--- src/rtl/pacman_mover.sv ---
// Pac-Man movement controller: once per frame it reads the neighbour-wall flags for the
// current position, then turns and/or steps Pac-Man based on the latched keyboard request.
module pacman_mover #(
    parameter int TILE_SH   = 5,
    parameter int STEP      = 2,
    parameter int START_TX  = 1,
    parameter int START_TY  = 1,
    parameter int QUERY_LAT = 1
) (
    input  logic       Clk,
    input  logic       Reset_n,
    input  logic       frame_tick,
    input  logic [7:0] keycode,
    output logic [9:0] query_x,
    output logic [9:0] query_y,
    input  logic       wall_up,
    input  logic       wall_down,
    input  logic       wall_left,
    input  logic       wall_right,
    output logic [9:0] pac_x,
    output logic [9:0] pac_y,
    output logic [1:0] dir,
    output logic       moving,
    output logic       busy,
    output logic       tick_drop
);

    localparam int TILE = 1 << TILE_SH;
    localparam int HALF = TILE / 2;
    localparam logic [9:0] START_X = 10'(START_TX * TILE + HALF);
    localparam logic [9:0] START_Y = 10'(START_TY * TILE + HALF);
    localparam logic [9:0] STEP_V  = 10'(STEP);
    localparam logic [TILE_SH-1:0] HALF_V = TILE_SH'(HALF);
    localparam logic [1:0] LAT_INIT = 2'(QUERY_LAT - 1);

    localparam logic [1:0] DIR_UP    = 2'd0;
    localparam logic [1:0] DIR_DOWN  = 2'd1;
    localparam logic [1:0] DIR_LEFT  = 2'd2;
    localparam logic [1:0] DIR_RIGHT = 2'd3;

    typedef enum logic [1:0] {
        S_IDLE,
        S_WAIT,
        S_DECIDE,
        S_MOVE
    } state_t;

    state_t     state_q;
    logic [9:0] pacX_q, pacY_q;
    logic [9:0] pacX_d, pacY_d;
    logic [1:0] dir_q, reqDir_q, nd_q;
    logic [1:0] nd_d;
    logic       moving_q, busy_q, tickDrop_q, blocked_q;
    logic       blocked_d;
    logic [1:0] waitCnt_q;
    logic [3:0] wr_q;
    logic       keyValid;
    logic [1:0] keyDir;
    logic       aligned;
    logic       isReverse;

    always_comb begin
        keyValid = 1'b1;
        keyDir   = DIR_RIGHT;
        case (keycode)
            8'h1A:   keyDir = DIR_UP;
            8'h16:   keyDir = DIR_DOWN;
            8'h04:   keyDir = DIR_LEFT;
            8'h07:   keyDir = DIR_RIGHT;
            default: keyValid = 1'b0;
        endcase
    end

    assign aligned   = (pacX_q[TILE_SH-1:0] == HALF_V) && (pacY_q[TILE_SH-1:0] == HALF_V);
    // Up/down and left/right differ only in the low bit of the direction code.
    assign isReverse = (reqDir_q == {dir_q[1], ~dir_q[0]});

    always_comb begin
        nd_d = dir_q;
        if (isReverse) begin
            nd_d = reqDir_q;
        end else if (aligned && !wr_q[reqDir_q]) begin
            nd_d = reqDir_q;
        end
        blocked_d = aligned && wr_q[nd_d];
    end

    always_comb begin
        pacX_d = pacX_q;
        pacY_d = pacY_q;
        if (!blocked_q) begin
            case (nd_q)
                DIR_UP:    pacY_d = pacY_q - STEP_V;
                DIR_DOWN:  pacY_d = pacY_q + STEP_V;
                DIR_LEFT:  pacX_d = pacX_q - STEP_V;
                default:   pacX_d = pacX_q + STEP_V;
            endcase
        end
    end

    always_ff @(posedge Clk) begin
        if (!Reset_n) begin
            state_q    <= S_IDLE;
            pacX_q     <= START_X;
            pacY_q     <= START_Y;
            dir_q      <= DIR_RIGHT;
            reqDir_q   <= DIR_RIGHT;
            nd_q       <= DIR_RIGHT;
            moving_q   <= 1'b0;
            busy_q     <= 1'b0;
            tickDrop_q <= 1'b0;
            blocked_q  <= 1'b0;
            waitCnt_q  <= 2'd0;
            wr_q       <= 4'd0;
        end else begin
            tickDrop_q <= frame_tick && (state_q != S_IDLE);
            if (keyValid) begin
                reqDir_q <= keyDir;
            end
            case (state_q)
                S_IDLE: begin
                    if (frame_tick) begin
                        state_q   <= S_WAIT;
                        busy_q    <= 1'b1;
                        waitCnt_q <= LAT_INIT;
                    end
                end
                S_WAIT: begin
                    if (waitCnt_q == 2'd0) begin
                        wr_q    <= {wall_right, wall_left, wall_down, wall_up};
                        state_q <= S_DECIDE;
                    end else begin
                        waitCnt_q <= waitCnt_q - 2'd1;
                    end
                end
                S_DECIDE: begin
                    nd_q      <= nd_d;
                    blocked_q <= blocked_d;
                    state_q   <= S_MOVE;
                end
                S_MOVE: begin
                    dir_q    <= nd_q;
                    pacX_q   <= pacX_d;
                    pacY_q   <= pacY_d;
                    moving_q <= !blocked_q;
                    busy_q   <= 1'b0;
                    state_q  <= S_IDLE;
                end
                default: state_q <= S_IDLE;
            endcase
        end
    end

    assign query_x   = pacX_q;
    assign query_y   = pacY_q;
    assign pac_x     = pacX_q;
    assign pac_y     = pacY_q;
    assign dir       = dir_q;
    assign moving    = moving_q;
    assign busy      = busy_q;
    assign tick_drop = tickDrop_q;

endmodule

--- config.mk ---
export PLATFORM = sky130hd
export DESIGN_NAME = pacman_mover
export DESIGN_NICKNAME = d
export VERILOG_FILES = /design/src/rtl/pacman_mover.sv
export SDC_FILE = /design/constraint.sdc
export NUM_CORES = 1
export LEC_CHECK = 0
export BUFFER_PORTS_ARGS = -buffer_cell sky130_fd_sc_hd__clkbuf_2
export CAP_MARGIN = 20
export CORE_MARGIN = 3
export CORE_UTILIZATION = 46
export DETAILED_ROUTE_END_ITERATION = 10
export GPL_TIMING_DRIVEN = 0
export PLACE_DENSITY = 0.75
export SKIP_LAST_GASP = 1
export SYNTH_ARGS = -nofsm -noshare
export SYNTH_HDL_FRONTEND = slang
export SYNTH_SLANG_ARGS = --single-unit
--- constraint.sdc ---
create_clock -name Clk -period 2.1 [get_ports Clk]
set_input_delay 0.21 -clock Clk [delete_from_list [all_inputs] [get_ports Clk]]
set_output_delay 0.21 -clock Clk [all_outputs]
set_load 0.01 [all_outputs]
# Yosys cells after proc, flatten, opt, wreduce, memory -nomap -nowiden
# Index checks and enable logic that the tools add are counted.
# op_classes
addsub	5
magnitude_cmp	2
eq_ne	15
mux	18
bitwise_logic	3
n_reduce_logical	21
# op_table
op	n
case mux 10 bit (2 select lines)	2
adder 10 x 2 -> 10 bit, second input constant	2
subtractor 10 x 2 -> 10 bit, second input constant	2
== test 8 x 3 -> 1 bit, second input constant	2
== test 8 x 5 -> 1 bit, second input constant	2
2-to-1 mux 2 bit	6
== test 5 bit, second input constant	2
AND reduction 3 bit	3
case mux 2 bit (4 select lines)	1
nonzero test 2 bit	4
== test 2 bit, second input constant	3
zero test 2 bit	3
< comparator 2 x 3 -> 1 bit, second input constant	2
inequality test 2 bit, second input constant	3
case mux 2 bit (3 select lines)	1
AND reduction 2 bit	3
binary-select mux 1 bit (select 2 bit)	2
== test 2 x 1 -> 1 bit, second input constant	2
logical AND 1 bit	4
2-to-1 mux 1 bit	4
case mux 2 bit (2 select lines)	1
OR reduction 4 bit	1
inverter 1 bit	3
== test 2 bit	1
4 further kinds	5
# totals
regBits	38

# Depth between registers and ports, before layout
# depth
word_depth	9
mapped_depth	10
depth_no_buf	9

# Least setup slack after synthesis
# Ideal clock, no wire load.
# synth_path
kind	register to register
startpoint	reg nd_q[1]
endpoint	reg pacY_q[9] (netlist: pac_y[9])
setup_ps	70
arrival_ps	2097
required_ps	2030
path_slack_ps	-67
stages_incl_launch_ff	10
n_path_buf	0
period_less_slack_ps	2167
path_cell_list	dfxtp_1 -> nand2b_1 -> inv_1 -> fa_1 -> nand2b_1 -> a21oi_1 -> o31ai_1 -> xnor2_1 -> or3_1 -> a21oi_1
# synth_between
elab_chain_cells	3
# synth_lines
element	line	text
from (decl)	51	logic [1:0] dir_q, reqDir_q, nd_q;
from (signal assigned)	137	nd_q <= nd_d;
== test 2 x 1 -> 1 bit / zero test 2 bit (equally long branches)	92	case (nd_q)
nonzero test 2 bit (no source line)	--	
AND reduction 3 bit (no source line)	--	
to (signal assigned)	144	pacY_q <= pacY_d;
to (decl)	49	logic [9:0] pacX_q, pacY_q;
# Several ways; a longest one is shown, not always the timed one.
# A chain may end at the register's enable or synchronous reset.

# Worst setup path in the final report
# layout_path
startpoint	reg nd_q[1]
endpoint	reg pacY_q[8] (netlist: pac_y[8])
# Same word-level chain as after synthesis.

==> results.md <==
- CP max-delay cell: dfxtp_4
- Worst-path clk slew: 0.08 ns
- Net Sw Power: 761 uW
- Share of the synthesized area in the top cell type: 0.302
- Slew at the pin with the worst max-slew slack: 0.553 ns
- Die H: 78.1 um
- Sequential area share after synthesis: 0.302
- Core area: 4880 um^2
- Vias per cell: 5.26
- Clock skew: 0.00918 ns
- ANT cells: 0
- Tmin final: 2.08 ns
- Async SR Flop Fraction: 0
- Seq. cell area: 731 um^2
- Clock buffer depth: 2
- H-tree lvl count: 2
- Design Area, Final: 3140 um^2
- Lkg Pwr: 0.00144 uW
- Hold WC Path Type: primary input to register
- Crit-path max cell delay: 0.38 ns
- Die W: 78.1 um
- Critical R2R Launch: nd_q[1]$_SDFFE_PN1P_
- Status: finished, final reports clean
- Setup WS post-layout: 0.0185 ns
- Drt first pass iters: 4
- Hold WS: 0.146 ns
- Detail Route met3 WL: 316 um
- RD Place Congestion: 0.880
- Nets: 405
- Vias in the first global route: 2,053
- FF-to-FF setup slack: 0.02 ns
- Hold Crit Depth: 3
- Highest-count cells in the layout ignoring fill and taps: clkbuf_2, nand2_1, buf_4
- Global Route Usage Sum: 0.181
- GR Overflow Total: 0
- Hold Path Sink: wr_q[1]$_SDFFE_PN0P_
- FF-to-FF path depth: 8
- Reg power frac: 0.393
- Routed wl met2: 3030 um
- Largest net degree at the start of global routing: 12
- First-pass GRT wire length: 9050 um
- Remaining DRCs: 0
- Synth cell types: 47
- 1st-iter DRT viols: 96
- Top Metal Used: met4
- Setup crit end kind: register
- Combinational share of power: 0.358
- Routed Antenna Nets: 0
- Critical path peak fanout: 8
- RSZ-0062 raised after global routing: yes
- Fill cells: 431
- Max rail drop VDD: 433 uV
- Worst-skew pair later-pin latency: 0.29 ns
- FF+latch count, synth: 36
- Post-DP HPWL: 3990 um
- Clock group share of total power: 0.249
- Pwr dens: 677 nW/um^2
- Top delay family on crit path: compound AO/OA/AOI/OAI gates
- Synth-to-Final Area Change: 31.2%
- CTS Buf Count: 5
- Primary FF master, synth: dfxtp_1
- WP data arrival: 2.30 ns
- Synth warn: 0
- DP Area: 2760 um^2
- Layout cell share with drive strength beyond 1: 0.347
- CTS sink count: 36
- I/O pin count: 60
- Crit path launch type: register
- Row count: 25
- Total Wirelength: 5920 um
- Final period util: 0.991
- R2R Path End: pac_y[8]$_SDFFE_PN0P_
- Cell Chain, Critical Path: nand2b_4 -> ha_1 -> a21o_1 -> a21oi_1 -> o211ai_1 -> a21o_1 -> a211o_1 -> o211ai_1
- Initial antenna violation count: 0
- Sw frac: 0.358
- Multi-input logic area: 1570 um^2
- Syn Inst Count: 300
- Max_slew headroom: 0.631
- Setup violators final: 0
- Starting Density: 0.490
- TritonCTS clock tree: done
- Die area: 6100 um^2
- Hold Violations, Final: 0
- Fmax: 480 MHz
- Area contributors post-synth: dfxtp_1, buf_4, ha_1, nand2_1, a21oi_1
- Internal power: 1360 uW
- Hold-fix buffers, CTS: 0
- Synth area leader: dfxtp_1
- Mapped cell area: 2390 um^2
- Root buffer cell: clkbuf_8
- Metal-1 WL: 2500 um
- Pre-CTS WS: -0.243 ns
- Wire length per cell: 13.3 um
- Max-Cap Viols: 0
- CP bufs+invs: 0
- Via count: 2,337
- Syn_area_per_cell: 7.97 um^2
- EDFF count, synth: 0
- Commonest non-fill, non-tap cell in the layout: clkbuf_2
- WS Path Type: register to register
- Fin. max-slew vios: 0
- I/O Buffers: 54
- Hold Path Origin: wall_down
- CP Data Required Time: 2.32 ns
[final cells by class]
type                    instances  area share
inverters                      16      0.0192
clock inverters                 2     0.00319
plain buffers                  32      0.0722
repair buffers                 67       0.120
clock buffers                   6      0.0263
well taps                      67      0.0267
flip-flops and latches         36       0.233
multi-input cells             218       0.500
[worst max-delay path by stage]
stage | to | from | cells after the start
after floorplan | pac_y[9]$_SDFFE_PN0P_ | nd_q[1]$_SDFFE_PN1P_ | 9
after global placement | pac_y[9]$_SDFFE_PN0P_ | nd_q[1]$_SDFFE_PN1P_ | 9
after detailed placement | pac_y[9]$_SDFFE_PN0P_ | nd_q[1]$_SDFFE_PN1P_ | 9
after CTS | pac_y[9]$_SDFFE_PN0P_ | nd_q[1]$_SDFFE_PN1P_ | 9
after global routing | pac_y[8]$_SDFFE_PN0P_ | nd_q[1]$_SDFFE_PN1P_ | 8
final | pac_y[8]$_SDFFE_PN0P_ | nd_q[1]$_SDFFE_PN1P_ | 8
[metal layers]
layer,track usage,vias up
met3,0.0447,8
met5,0,-
li1,-,1170
met2,0.318,71
met4,0.0420,0
met1,0.222,1088
[through the flow]
step / setup TNS (ns) / power (uW) / std cells / utilization
finish: 0 / 2120 / 444 / 0.643
global route: -0.251 / 2250 / 444 / 0.643
CTS: -0.0243 / 1990 / 434 / 0.597
detailed placement: -0.817 / 1450 / 424 / 0.565
global placement: -0.676 / 1420 / 424 / 0.565
floorplan: 0 / 1280 / 303 / -
[what timing repair did]
| item | CTS | global route |
|---|---|---|
| setup buffers | 2 | 11 |
| setup endpoints to repair | 7 | 10 |
| pin swaps | 2 | 10 |
| resized for setup | 14 | 22 |
[synth_stat cells, types with 2 or more instances]
cell type / instances
nand2_1: 38
dfxtp_1: 36
a21oi_1: 23
buf_4: 23
nor2_1: 21
inv_1: 16
nand3_1: 14
ha_1: 13
o21ai_0: 12
xor2_1: 9
o211ai_1: 8
clkbuf_1: 7
mux2i_1: 7
nand2b_1: 7
xnor2_1: 7
nor3_1: 5
or3_1: 5
o21ai_1: 4
a21o_1: 3
nand4_1: 3
nor2b_1: 3
nor4_1: 3
o31ai_1: 3
a31oi_1: 2
and3_1: 2
buf_6: 2
nor4b_1: 2
nor4b_4: 2
o21bai_1: 2
[registers in the layout, summed over array words and instances (netlist names)]
signal and count:
nd_q 2, waitCnt_q 2, moving 1, wr_q 4, dir 2, pac_x 9, tick_drop 1, reqDir_q 2
pac_y 9, state_q 2, busy 1, blocked_q 1
[worst reg2reg max path, delay by kind of cell (launching register included)]
family          cells  cell delay, ns
simple gates        1            0.17
compound gates      6            1.19
flops               1            0.38
fa+ha+maj           1            0.28
[kinds of logic after synthesis]
family	share of synthesized area
mux	0.0340
fa+ha+maj	0.0764
flops	0.302
xor+xnor	0.0586
compound gates	0.167
buf+inv	0.120
other cells	0.00157
simple gates	0.241
[power by group through the flow]
stage               clock network [uW]  logic (uW)  registers (uW)
floorplan                            0         448             836
global placement                     0         583             841
detailed placement                   0         599             846
CTS                                536         619             837
global route                       569         834             843
finish                             529         761             834
(Power assumes the default switching activity.)
